File: src/rtl/rv151_bpu_pkg.sv
// Shared types and constants for the rv151 branch predictor / redirect controller.
package rv151_bpu_pkg;

  typedef enum logic {
    ST_IDLE = 1'b0,
    ST_RDR  = 1'b1
  } bpu_st_e;

  localparam logic [1:0] CNT_SN = 2'b00;
  localparam logic [1:0] CNT_WN = 2'b01;
  localparam logic [1:0] CNT_WT = 2'b10;
  localparam logic [1:0] CNT_ST = 2'b11;

  function automatic logic [1:0] sat_upd(input logic [1:0] cnt, input logic tk);
    logic [1:0] nxt;
    nxt = cnt;
    if (tk) begin
      if (cnt != CNT_ST) nxt = cnt + 2'd1;
    end else begin
      if (cnt != CNT_SN) nxt = cnt - 2'd1;
    end
    return nxt;
  endfunction

endpackage

File: src/rtl/rv151_bpu_bht.sv
// Branch history table: 2-bit saturating counters with a registered MSB read port.
module rv151_bpu_bht
  import rv151_bpu_pkg::*;
#(
  parameter int unsigned IDX_W = 6
) (
  input  logic             clk,
  input  logic             rstn,
  input  logic             rd_en,
  input  logic [IDX_W-1:0] rd_idx,
  output logic             rd_msb,
  input  logic             wr_en,
  input  logic [IDX_W-1:0] wr_idx,
  input  logic             wr_tk
);

  localparam int unsigned N = 1 << IDX_W;

  logic [1:0] cnt_q [N];
  logic [1:0] cnt_d [N];
  logic       rd_msb_q, rd_msb_d;

  // Read uses the pre-update array so a same-cycle write to the same entry returns the old value.
  always_comb begin
    rd_msb_d = rd_en ? cnt_q[rd_idx][1] : rd_msb_q;
    for (int unsigned i = 0; i < N; i++) cnt_d[i] = cnt_q[i];
    if (wr_en) cnt_d[wr_idx] = sat_upd(cnt_q[wr_idx], wr_tk);
  end

  always_ff @(posedge clk) begin
    if (!rstn) begin
      for (int unsigned i = 0; i < N; i++) cnt_q[i] <= CNT_WN;
      rd_msb_q <= 1'b0;
    end else begin
      for (int unsigned i = 0; i < N; i++) cnt_q[i] <= cnt_d[i];
      rd_msb_q <= rd_msb_d;
    end
  end

  assign rd_msb = rd_msb_q;

endmodule

File: src/rtl/rv151_bpu.sv
// Branch prediction and redirect controller: BHT lookup, EX-side training,
// mispredict redirect/flush handshake and branch/mispredict perf counters.
module rv151_bpu
  import rv151_bpu_pkg::*;
#(
  parameter int unsigned BHT_IDX_W = 6,
  parameter int unsigned CNT_W     = 32
) (
  input  logic             clk,
  input  logic             rstn,
  input  logic             lk_vld,
  input  logic [31:0]      lk_pc,
  output logic             pd_vld,
  output logic             pd_tk,
  input  logic             rs_vld,
  input  logic [31:0]      rs_pc,
  input  logic             rs_pred_tk,
  input  logic             rs_tk,
  input  logic [31:0]      rs_tgt,
  output logic             rdr_vld,
  output logic [31:0]      rdr_pc,
  input  logic             rdr_rdy,
  output logic             flush,
  input  logic             cnt_clr,
  output logic [CNT_W-1:0] br_cnt,
  output logic [CNT_W-1:0] mp_cnt
);

  bpu_st_e            state_q, state_d;
  logic [31:0]        rdr_pc_q, rdr_pc_d;
  logic               pd_vld_q, pd_vld_d;
  logic [CNT_W-1:0]   br_cnt_q, br_cnt_d;
  logic [CNT_W-1:0]   mp_cnt_q, mp_cnt_d;
  logic               accept, mispred;

  rv151_bpu_bht #(.IDX_W(BHT_IDX_W)) u_bht (
    .clk    (clk),
    .rstn   (rstn),
    .rd_en  (lk_vld),
    .rd_idx (lk_pc[BHT_IDX_W+1:2]),
    .rd_msb (pd_tk),
    .wr_en  (accept),
    .wr_idx (rs_pc[BHT_IDX_W+1:2]),
    .wr_tk  (rs_tk)
  );

  // Resolves seen while redirecting are wrong-path and must not train or count.
  assign accept  = rs_vld && (state_q == ST_IDLE);
  assign mispred = accept && (rs_tk != rs_pred_tk);

  always_comb begin
    state_d  = state_q;
    rdr_pc_d = rdr_pc_q;
    pd_vld_d = lk_vld;
    unique case (state_q)
      ST_IDLE: begin
        if (mispred) begin
          state_d  = ST_RDR;
          rdr_pc_d = rs_tk ? rs_tgt : rs_pc + 32'd4;
        end
      end
      ST_RDR: begin
        if (rdr_rdy) state_d = ST_IDLE;
      end
      default: state_d = ST_IDLE;
    endcase

    br_cnt_d = br_cnt_q;
    mp_cnt_d = mp_cnt_q;
    if (cnt_clr) begin
      br_cnt_d = '0;
      mp_cnt_d = '0;
    end else begin
      if (accept && (br_cnt_q != '1)) br_cnt_d = br_cnt_q + 1'b1;
      if (mispred && (mp_cnt_q != '1)) mp_cnt_d = mp_cnt_q + 1'b1;
    end
  end

  always_ff @(posedge clk) begin
    if (!rstn) begin
      state_q  <= ST_IDLE;
      rdr_pc_q <= '0;
      pd_vld_q <= 1'b0;
      br_cnt_q <= '0;
      mp_cnt_q <= '0;
    end else begin
      state_q  <= state_d;
      rdr_pc_q <= rdr_pc_d;
      pd_vld_q <= pd_vld_d;
      br_cnt_q <= br_cnt_d;
      mp_cnt_q <= mp_cnt_d;
    end
  end

  assign pd_vld  = pd_vld_q;
  assign rdr_vld = (state_q == ST_RDR);
  assign flush   = rdr_vld;
  assign rdr_pc  = rdr_pc_q;
  assign br_cnt  = br_cnt_q;
  assign mp_cnt  = mp_cnt_q;

endmodule

File: config.mk
export PLATFORM = sky130hd
export DESIGN_NAME = rv151_bpu
export DESIGN_NICKNAME = d
export VERILOG_FILES = /design/src/rtl/rv151_bpu_pkg.sv /design/src/rtl/rv151_bpu_bht.sv /design/src/rtl/rv151_bpu.sv
export SDC_FILE = /design/constraint.sdc
export NUM_CORES = 1
export LEC_CHECK = 0
export BUFFER_PORTS_ARGS = -buffer_cell sky130_fd_sc_hd__buf_4
export CORE_ASPECT_RATIO = 2
export CORE_MARGIN = 2
export CORE_UTILIZATION = 51
export CTS_BUF_LIST = sky130_fd_sc_hd__clkbuf_8 sky130_fd_sc_hd__clkbuf_16
export DETAILED_ROUTE_END_ITERATION = 12
export GPL_TIMING_DRIVEN = 0
export PLACE_DENSITY = 0.77
export REMOVE_ABC_BUFFERS = 1
export SLEW_MARGIN = 20
export SYNTH_ARGS = -nofsm -noshare
export SYNTH_HDL_FRONTEND = slang
export SYNTH_SLANG_ARGS = --single-unit
export TNS_END_PERCENT = 30
File: constraint.sdc
create_clock -name clk -period 2.7 [get_ports clk]
set_input_delay 0.405 -clock clk [delete_from_list [all_inputs] [get_ports clk]]
set_output_delay 0.405 -clock clk [all_outputs]
set_load 0.02 [all_outputs]
# ---- Word level (Yosys, flattened, before mapping)
# Memory sizes are Yosys's and may differ from the RTL's. A register that Yosys moved wholly into a read port is not among the register bits.
# Index checks and enable logic that the tools add are counted.
dict set report word_totals {
  reg_bits 98
  mem_bits_rw 128
  input_bits 104
  wordCells 171
  memories 1
}
# memory words width read_ports rd_clocked_by_memory_dff wr line_no
set mem_list {}
lappend mem_list {u_bht.cnt_q 64 2 66 1 64 rv151_bpu_bht.sv:19} ;# logic [1:0] cnt_q [N];
dict set report classes {
  n_addsub 5
  magnitude_cmp 2
  eq_ne 4
  n_mux 78
  bitwise 67
  reduce_logical 9
}
# operator n
set ops {}
lappend ops {{2-bit two-way mux} 69}
lappend ops {{128-bit bitwise mux} 1}
lappend ops {{128-bit two-way mux} 1}
lappend ops {{32-bit by 1-bit adder with 32-bit output (second input constant)} 2}
lappend ops {{32-bit inequality test (second input constant)} 2}
lappend ops {{1-bit OR} 64}
lappend ops {{32-bit by 3-bit adder with 32-bit output (second input constant)} 1}
lappend ops {{32-bit two-way mux} 1}
lappend ops {{2-bit demux with 6-bit select} 1}
lappend ops {{7-bit >= comparator (second input constant)} 1}
lappend ops {{7-bit by 1-bit less-than comparator with 1-bit output (second input constant)} 1}
lappend ops {{6-bit NOT with 7-bit output} 1}
lappend ops {{1-bit logical AND} 5}
lappend ops {{1-bit two-way mux} 4}
lappend ops {{2-bit by 1-bit adder with 2-bit output (second input constant)} 1}
lappend ops {{2-bit inequality test (second input constant)} 1}
lappend ops {{1-bit NOT} 2}
lappend ops {{1-bit one-hot mux with 2 select lines} 1}
lappend ops {{2-bit AND reduction} 1}
lappend ops {{2-bit nonzero test} 1}
lappend ops {{2-bit OR reduction} 1}
lappend ops {{2-bit by 1-bit subtractor with 2-bit output (second input constant)} 1}
lappend ops {{1-bit logical NOT} 1}
lappend ops {{1-bit inequality test} 1}

# ---- Longest topological paths before layout
# Gate-level depths: netlist of run 1.
dict set report logic_depth {
  depth_word 8
  mapped_depth 12
  depth_no_buf 8
}

# ---- Hierarchy
# Synthesis of run 1 repeated with hierarchy kept, for this count alone.
dict set report hier_totals {
  hier_cells 1402
  hier_area_um2 12951.2
}
# mod instances cells_per_inst area_each_um2 seq_area_each_um2
set by_module_without_submodules {}
lappend by_module_without_submodules {rv151_bpu_bht 1 749 7656.1 2582.5}
lappend by_module_without_submodules {rv151_bpu 1 653 5295.1 1961.9}

# ---- Worst setup path after synthesis of run 1
# Ideal clock, no wire load.
dict set report synth_path {
  path_type {input to register}
  from {input port lk_pc[2]}
  to {register u_bht.rd_msb_q (netlist: u_bht.rd_msb) (read register of u_bht.cnt_q)}
  setup_ps 128
  t_arrival_ps 2788
  path_slack_ps -215
  path_stages 8
  path_buffers 2
  path_cell_list {clkbuf_1 > buf_1 > mux4_2 > mux4_2 > a211oi_1 > a21oi_1 > mux2i_1 > nor2_1}
}
# element line_no
set synth_lines {}
lappend synth_lines {{start: declaration} rv151_bpu.sv:12} ;# input logic [31:0] lk_pc,
lappend synth_lines {{end: declaration} rv151_bpu_bht.sv:21} ;# logic rd_msb_q, rd_msb_d;

==> flow_summary.ini, run 1 <==
[status]
status = finished with violations
violations = negative setup slack

[logic_synthesis]
postSynthAreaPerCell_um2 = 8.36
synth_ff_type = dfxtp_1
yosysUniqueCellTypes = 62
synth_area_mm2 = 0.0116
yosysWarnings = 0
async_flop_share_pct = 0
synth_edf_count = 0
ys_seq_elements = 227
ys_seq_area_share_pct = 39.3
synthCells = 1382

[die]
coreArea_mm2 = 0.0224
dieArea_mm2 = 0.0240
die_h_um = 217
initial_core_util_pct = 51.5
fp-row-count = 78
io_pins = 204
fp.dieW_um = 110

[cells_and_area]
fillers = 1935
utilization_pct = 62.1
fin_area_mm2 = 0.0139
layout-drive-gt1-share_pct = 21.6
syn2layout_area_growth_pct = 20.6
diodes = 0
final_nets = 1595

[route]
vias_per_cell = 6.29
vias = 11200
route.detailed.drc = 0
detail-route-antenna-nets = 0
wl_per_cell_um = 19.5
drtIter0Drc = 1280
dr.pass1.iters = 7
wl_um = 34800

[pwr]
leakage_nw = 5.08
ir_worst_vdd_mv = 0.535
power.density_mw_per_mm2 = 542

[critical_path]
slowest_stage = mux4_2
path_class = primary input to register
start_kind = primary input
cp-end-kind = register
critPathMaxFanout = 41
worstPathArrival_ns = 3.16
crit_chain = buf_6, mux4_2, a221oi_2, a21oi_2, or4_4, maj3_4, o311ai_1
cpPeakStageDelay_ns = 0.63
cp.required_ns = 3.11

[global_routing]
grt_max_degree = 106
grt_antenna_before_repair = 0
grt_pass1_vias = 10600
grt_pass1_wl_um = 54100
grt-ovfl-total = 0
grtUsageTotal_pct = 26.8

[timing]
fin_setup_tns_ns = -0.192
timing.fmax_mhz = 363
setup_viol = 9
worst_slew_pin_slew_ns = 1.14
setup_ws_ns = -0.0550
fin_crit_ns = 2.75
hold_violations = 0
slew-limit-headroom_pct = 24.2
final_max_slew_viol_count = 0
finalCritPeriodShare_pct = 102
skew_ns = 0.0280
rsz0062_at_grt = true

[place]
port_buffers = 177
placed_area_mm2 = 0.0128
pre_cts_ws_ns = -1.29
gp_congestion = 0.878
dp_hpwl_um = 21300

[hold_path]
hold_class = primary input to register

[cts]
cts_buffer_depth = 3
h-tree-depth = 1
cts_hold_buffers = 0
tritoncts = done
cts_buffers = 22
clk_root_buffer_cell = clkbuf_16
clkTransAtPathRegs_ns = 0.07
clk_latency_ns = 0.53
cts.sinks = 227

[run]
drv_cap = 0
flip-flops by register name (all words and copies together), names as in the netlist:
| signal | cells |
|---|---|
| br_cnt | 32 |
| flush | 1 |
| mp_cnt | 32 |
| pd_vld | 1 |
| rdr_pc | 32 |
| u_bht.cnt_q | 128 |
| u_bht.rd_msb | 1 |
kinds of logic (layout without fill, tap and decap cells):
| family | count (synthesis) | count (layout) | share of synthesized area [%] |
|---|---|---|---|
| simple gates | 541 | 543 | 21.2 |
| compound gates | 321 | 321 | 17.8 |
| flops | 227 | 227 | 39.3 |
| buf+inv | 138 | 250 | 5.03 |
| xor+xnor | 82 | 82 | 6.21 |
| mux | 68 | 68 | 9.93 |
| fa+ha+maj | 5 | 11 | 0.509 |
synthesized netlist by cell type (6+ instances only):
library cell | instances | area share [%]
dfxtp_1 | 227 | 39
nor2_1 | 193 | 6.3
nand2_1 | 173 | 5.6
o21ai_0 | 98 | 4.2
a21oi_1 | 81 | 3.5
clkbuf_1 | 73 | 2.4
xnor2_1 | 56 | 4.2
o211ai_1 | 43 | 2.8
nand3_1 | 41 | 1.8
mux4_2 | 36 | 7.0
a211oi_1 | 30 | 1.9
xor2_1 | 26 | 2.0
nand4_1 | 24 | 1.3
inv_1 | 23 | 0.75
nor3_1 | 22 | 0.95
buf_2 | 21 | 0.91
mux2i_1 | 19 | 1.6
o311ai_1 | 19 | 1.4
and3_1 | 15 | 0.81
nor4_1 | 15 | 0.81
or3_1 | 14 | 0.76
buf_1 | 13 | 0.42
mux2_2 | 13 | 1.3
a22oi_1 | 8 | 0.52
and4_1 | 7 | 0.53
nor2b_1 | 6 | 0.32
final timing paths:
kind	slack, ns	cells after the start	end	start
hold reg to reg	0.46	2	rdr_pc[10]	rdr_pc[10]
hold / removal	0.15	2	pd_vld	lk_vld
setup / recovery	-0.05	7	u_bht.cnt_q[40][0]	rs_pc[2]
setup reg to reg	-0.05	6	u_bht.cnt_q[40][0]	u_bht.cnt_q[8][0]
placed cells by master (no fill, tap or decap), drive strengths merged, types with 5 or more instances in the layout:
| cell | count |
|---|---|
| a211oi | 30 |
| maj3 | 8 |
| and3 | 15 |
| buf | 187 |
| clkbuf | 27 |
| o311ai | 28 |
| a22oi | 8 |
| nor3 | 22 |
| nand3 | 41 |
| a31oi | 5 |
| inv | 29 |
| and4 | 7 |
| or3 | 14 |
| nand4 | 24 |
| mux2 | 13 |
| nand2 | 173 |
| and2 | 5 |
| o21ai | 98 |
| nor4 | 15 |
| xnor2 | 56 |
| nor2b | 6 |
| dfxtp | 227 |
| nor2 | 193 |
| mux2i | 19 |
| mux4 | 36 |
| xor2 | 26 |
| a21oi | 81 |
| o211ai | 43 |
| a221oi | 5 |
where the power goes:
part / leakage (nW) / internal (mW) / switching (mW)
sequential: 1.84 / 3.40 / 0.0302
combinational: 2.87 / 0.329 / 0.580
clock: 0.373 / 1.85 / 1.37
total: 5.08 / 5.58 / 1.98
cell type report:
class                   count  area (um2)  area share, %
flip-flops and latches    227        4540           32.6
inverters                  25        96.3          0.691
clock buffers              27         631           4.52
multi-input cells        1025        6740           48.3
repair buffers            187        1470           10.5
well taps                 280         350           2.51
clock inverters            11         114          0.817
critical path: cells and delay by family:
family / cells / cell delay [ns]
compound gates: 3 / 0.76
fa+ha+maj: 1 / 0.45
buf+inv: 1 / 0.32
mux: 1 / 0.63
simple gates: 1 / 0.58
metal layers:
metal  up-vias  global-route usage (%)  wire length, um
met1      5340                    33.7            13400
li1       5166                       -                -
met2       588                    45.6            17100
met4         0                    12.0             1460
met5         -                       0                0
met3       122                    3.98             2870
timing repair:
action,in CTS,in global routing
cloned,3,5
hold endpoints to repair,0,0
endpoints found under the setup margin,195,121
pin swaps,3,10
resized for setup,29,21
setup buffers,2,6
metrics by stage:
step	power, mW	cells	hold WS, ns
2_1_floorplan	3.88	1269	0.433
4_1_cts	7.53	1771	0.136
5_1_grt	7.79	1782	0.146
3_3_place_gp	4.25	1726	0.441
6_report	7.55	1782	0.147
3_5_place_dp	4.29	1728	0.448
Power figures use the tool's default switching activity.
==> run 2: changes to the inputs <==
CORE_UTILIZATION = 25   (was 51)
PLACE_DENSITY = unset   (was 0.77)
==> run 2 against run 1 <==
Effect of this change:
- the flow still finishes with violations (negative setup slack)
- setup slack worse by 0.028 ns
- die area is 100% higher
- cell count is 16% higher
- critical path depth stayed put
- first-iteration DRC count is 33% lower
- final area is 3.2% higher
- combinational power is 2% higher
- flip-flop and latch count stayed put
- clock power is 14% higher
- via count is 1.6% lower
- largest power group is now the clock network
==> flow_summary.ini, run 2 (synthesis gave the netlist of run 1 again) <==
[status]
status = finished with violations
violations = negative setup slack

[global_routing]
grt_pass1_vias = 10800
grt_pass1_wl_um = 60200
grt-ovfl-total = 0
grt_antenna_before_repair = 0
grt_max_degree = 106
grtUsageTotal_pct = 15.8

[die]
die_h_um = 308
dieArea_mm2 = 0.0481
io_pins = 204
fp.dieW_um = 156
initial_core_util_pct = 25.3
fp-row-count = 111
coreArea_mm2 = 0.0457

[timing]
setup_ws_ns = -0.0834
timing.fmax_mhz = 359
final_max_slew_viol_count = 0
worst_slew_pin_slew_ns = 1.24
rsz0062_at_grt = true
setup_viol = 25
skew_ns = 0.0116
hold_violations = 0
finalCritPeriodShare_pct = 103
fin_crit_ns = 2.78
slew-limit-headroom_pct = 17.5

[critical_path]
slowest_stage = mux4_2
start_kind = primary input
worstPathArrival_ns = 3.20
crit_chain = clkbuf_8, mux4_2, a221oi_2, a21oi_2, or4_4, maj3_4, o311ai_2
setup.worst_path.start = rs_pc[2]
critPathMaxFanout = 41
r2r_start = u_bht.cnt_q[11][0]
cp.required_ns = 3.12
cp-end-kind = register
path_class = primary input to register
cpPeakStageDelay_ns = 0.63

[route]
drtIter0Drc = 855
route.detailed.drc = 0
detail-route-antenna-nets = 0
dr.pass1.iters = 5
wl_per_cell_um = 19.3
vias_per_cell = 5.34
wl_um = 39800
vias = 11000

[hold_path]
hold_class = primary input to register
hp-start = lk_vld

[cells_and_area]
syn2layout_area_growth_pct = 24.4
diodes = 0
final_cell_mix = dfxtp_1 (227), nor2_1 (191), buf_4 (177)
largest-register = u_bht.cnt_q
utilization_pct = 31.5
fin_area_mm2 = 0.0144
layout-drive-gt1-share_pct = 21.5
final_common_cell = dfxtp_1
final_nets = 1593
largest_register_ffs = 128

[cts]
tritoncts = done
clk_latency_ns = 0.54
cts_hold_buffers = 0
cts_buffer_depth = 3
clk_root_buffer_cell = clkbuf_16
cts.sinks = 227
clkTransAtPathRegs_ns = 0.07
cts_buffers = 25
h-tree-depth = 1

[pwr]
power.density_mw_per_mm2 = 558
leakage_nw = 5.15
ir_worst_vdd_mv = 0.533

[place]
placed_area_mm2 = 0.0132
gp_congestion = 0.798
dp_hpwl_um = 25700
port_buffers = 177
pre_cts_ws_ns = -1.12

[run]
drv_cap = 0
==> run 2: changes by cell type in the layout (fill, tap and decap cells not counted), sizes merged, moves of 2 or more <==
cell and delta:
buf -5, clkinv -2, clkbuf +3, bufinv +2
inv +4
==> run 2: what timing repair did <==
| action | 4_1_cts | 5_1_grt |
|---|---|---|
| endpoints found under the setup margin | 172 | 139 |
| pin swaps | 8 | 8 |
| cloned | 4 | 3 |
| resized for setup | 27 | 20 |
| setup buffers | 3 | 0 |
==> run 2: power breakdown <==
group | switching (mW) | internal, mW | leakage [nW]
Combinational | 0.608 | 0.315 | 2.87
Sequential | 0.0296 | 3.40 | 1.84
Clock | 1.49 | 2.18 | 0.440
Total | 2.13 | 5.90 | 5.15
==> run 2: worst max-delay path, delay by kind of cell <==
| kind | cells | cell delay (ns) |
|---|---|---|
| buffers and inverters | 1 | 0.31 |
| AND/OR/NAND/NOR | 1 | 0.62 |
| AO/OA/AOI/OAI | 3 | 0.72 |
| adder cells (fa/ha/maj) | 1 | 0.46 |
| multiplexers | 1 | 0.63 |
==> run 2: layout make-up <==
class                      count  area, um2
multi-input combinational   1024       6740
tap                          565        707
inverter                      25       96.3
sequential                   227       4540
timing repair buffer         183       1430
clock buffer                  29        681
fill                        4736      31300
clock inverter                15        183
==> run 2: final timing paths <==
check,cells after the start,slack [ns],endpoint
worst max-delay path,7,-0.08,u_bht.cnt_q[56][0]
worst min-delay path,2,0.08,pd_vld
worst max register to register,6,-0.07,u_bht.cnt_q[56][0]
worst min register to register,2,0.45,rdr_pc[12]
==> run 2: metrics by stage <==
step | TNS, ns | std cells | hold WS [ns] | power [mW]
2_1_floorplan | -27.75 | 1269 | 0.433 | 3.88
6_report | -0.874 | 2068 | 0.0847 | 8.02
5_1_grt | -2.21 | 2068 | 0.0772 | 8.27
3_5_place_dp | -143.44 | 2014 | 0.447 | 4.32
4_1_cts | -2.74 | 2065 | 0.0686 | 8.06
3_3_place_gp | -301.90 | 2011 | 0.443 | 4.29
==> run 2: per-layer routing <==
metal	share of wire [%]	GRT usage, %
met1	37	17.2
met2	53	29.5
met3	5.2	1.80
met4	4.6	8.28
met5	0	0
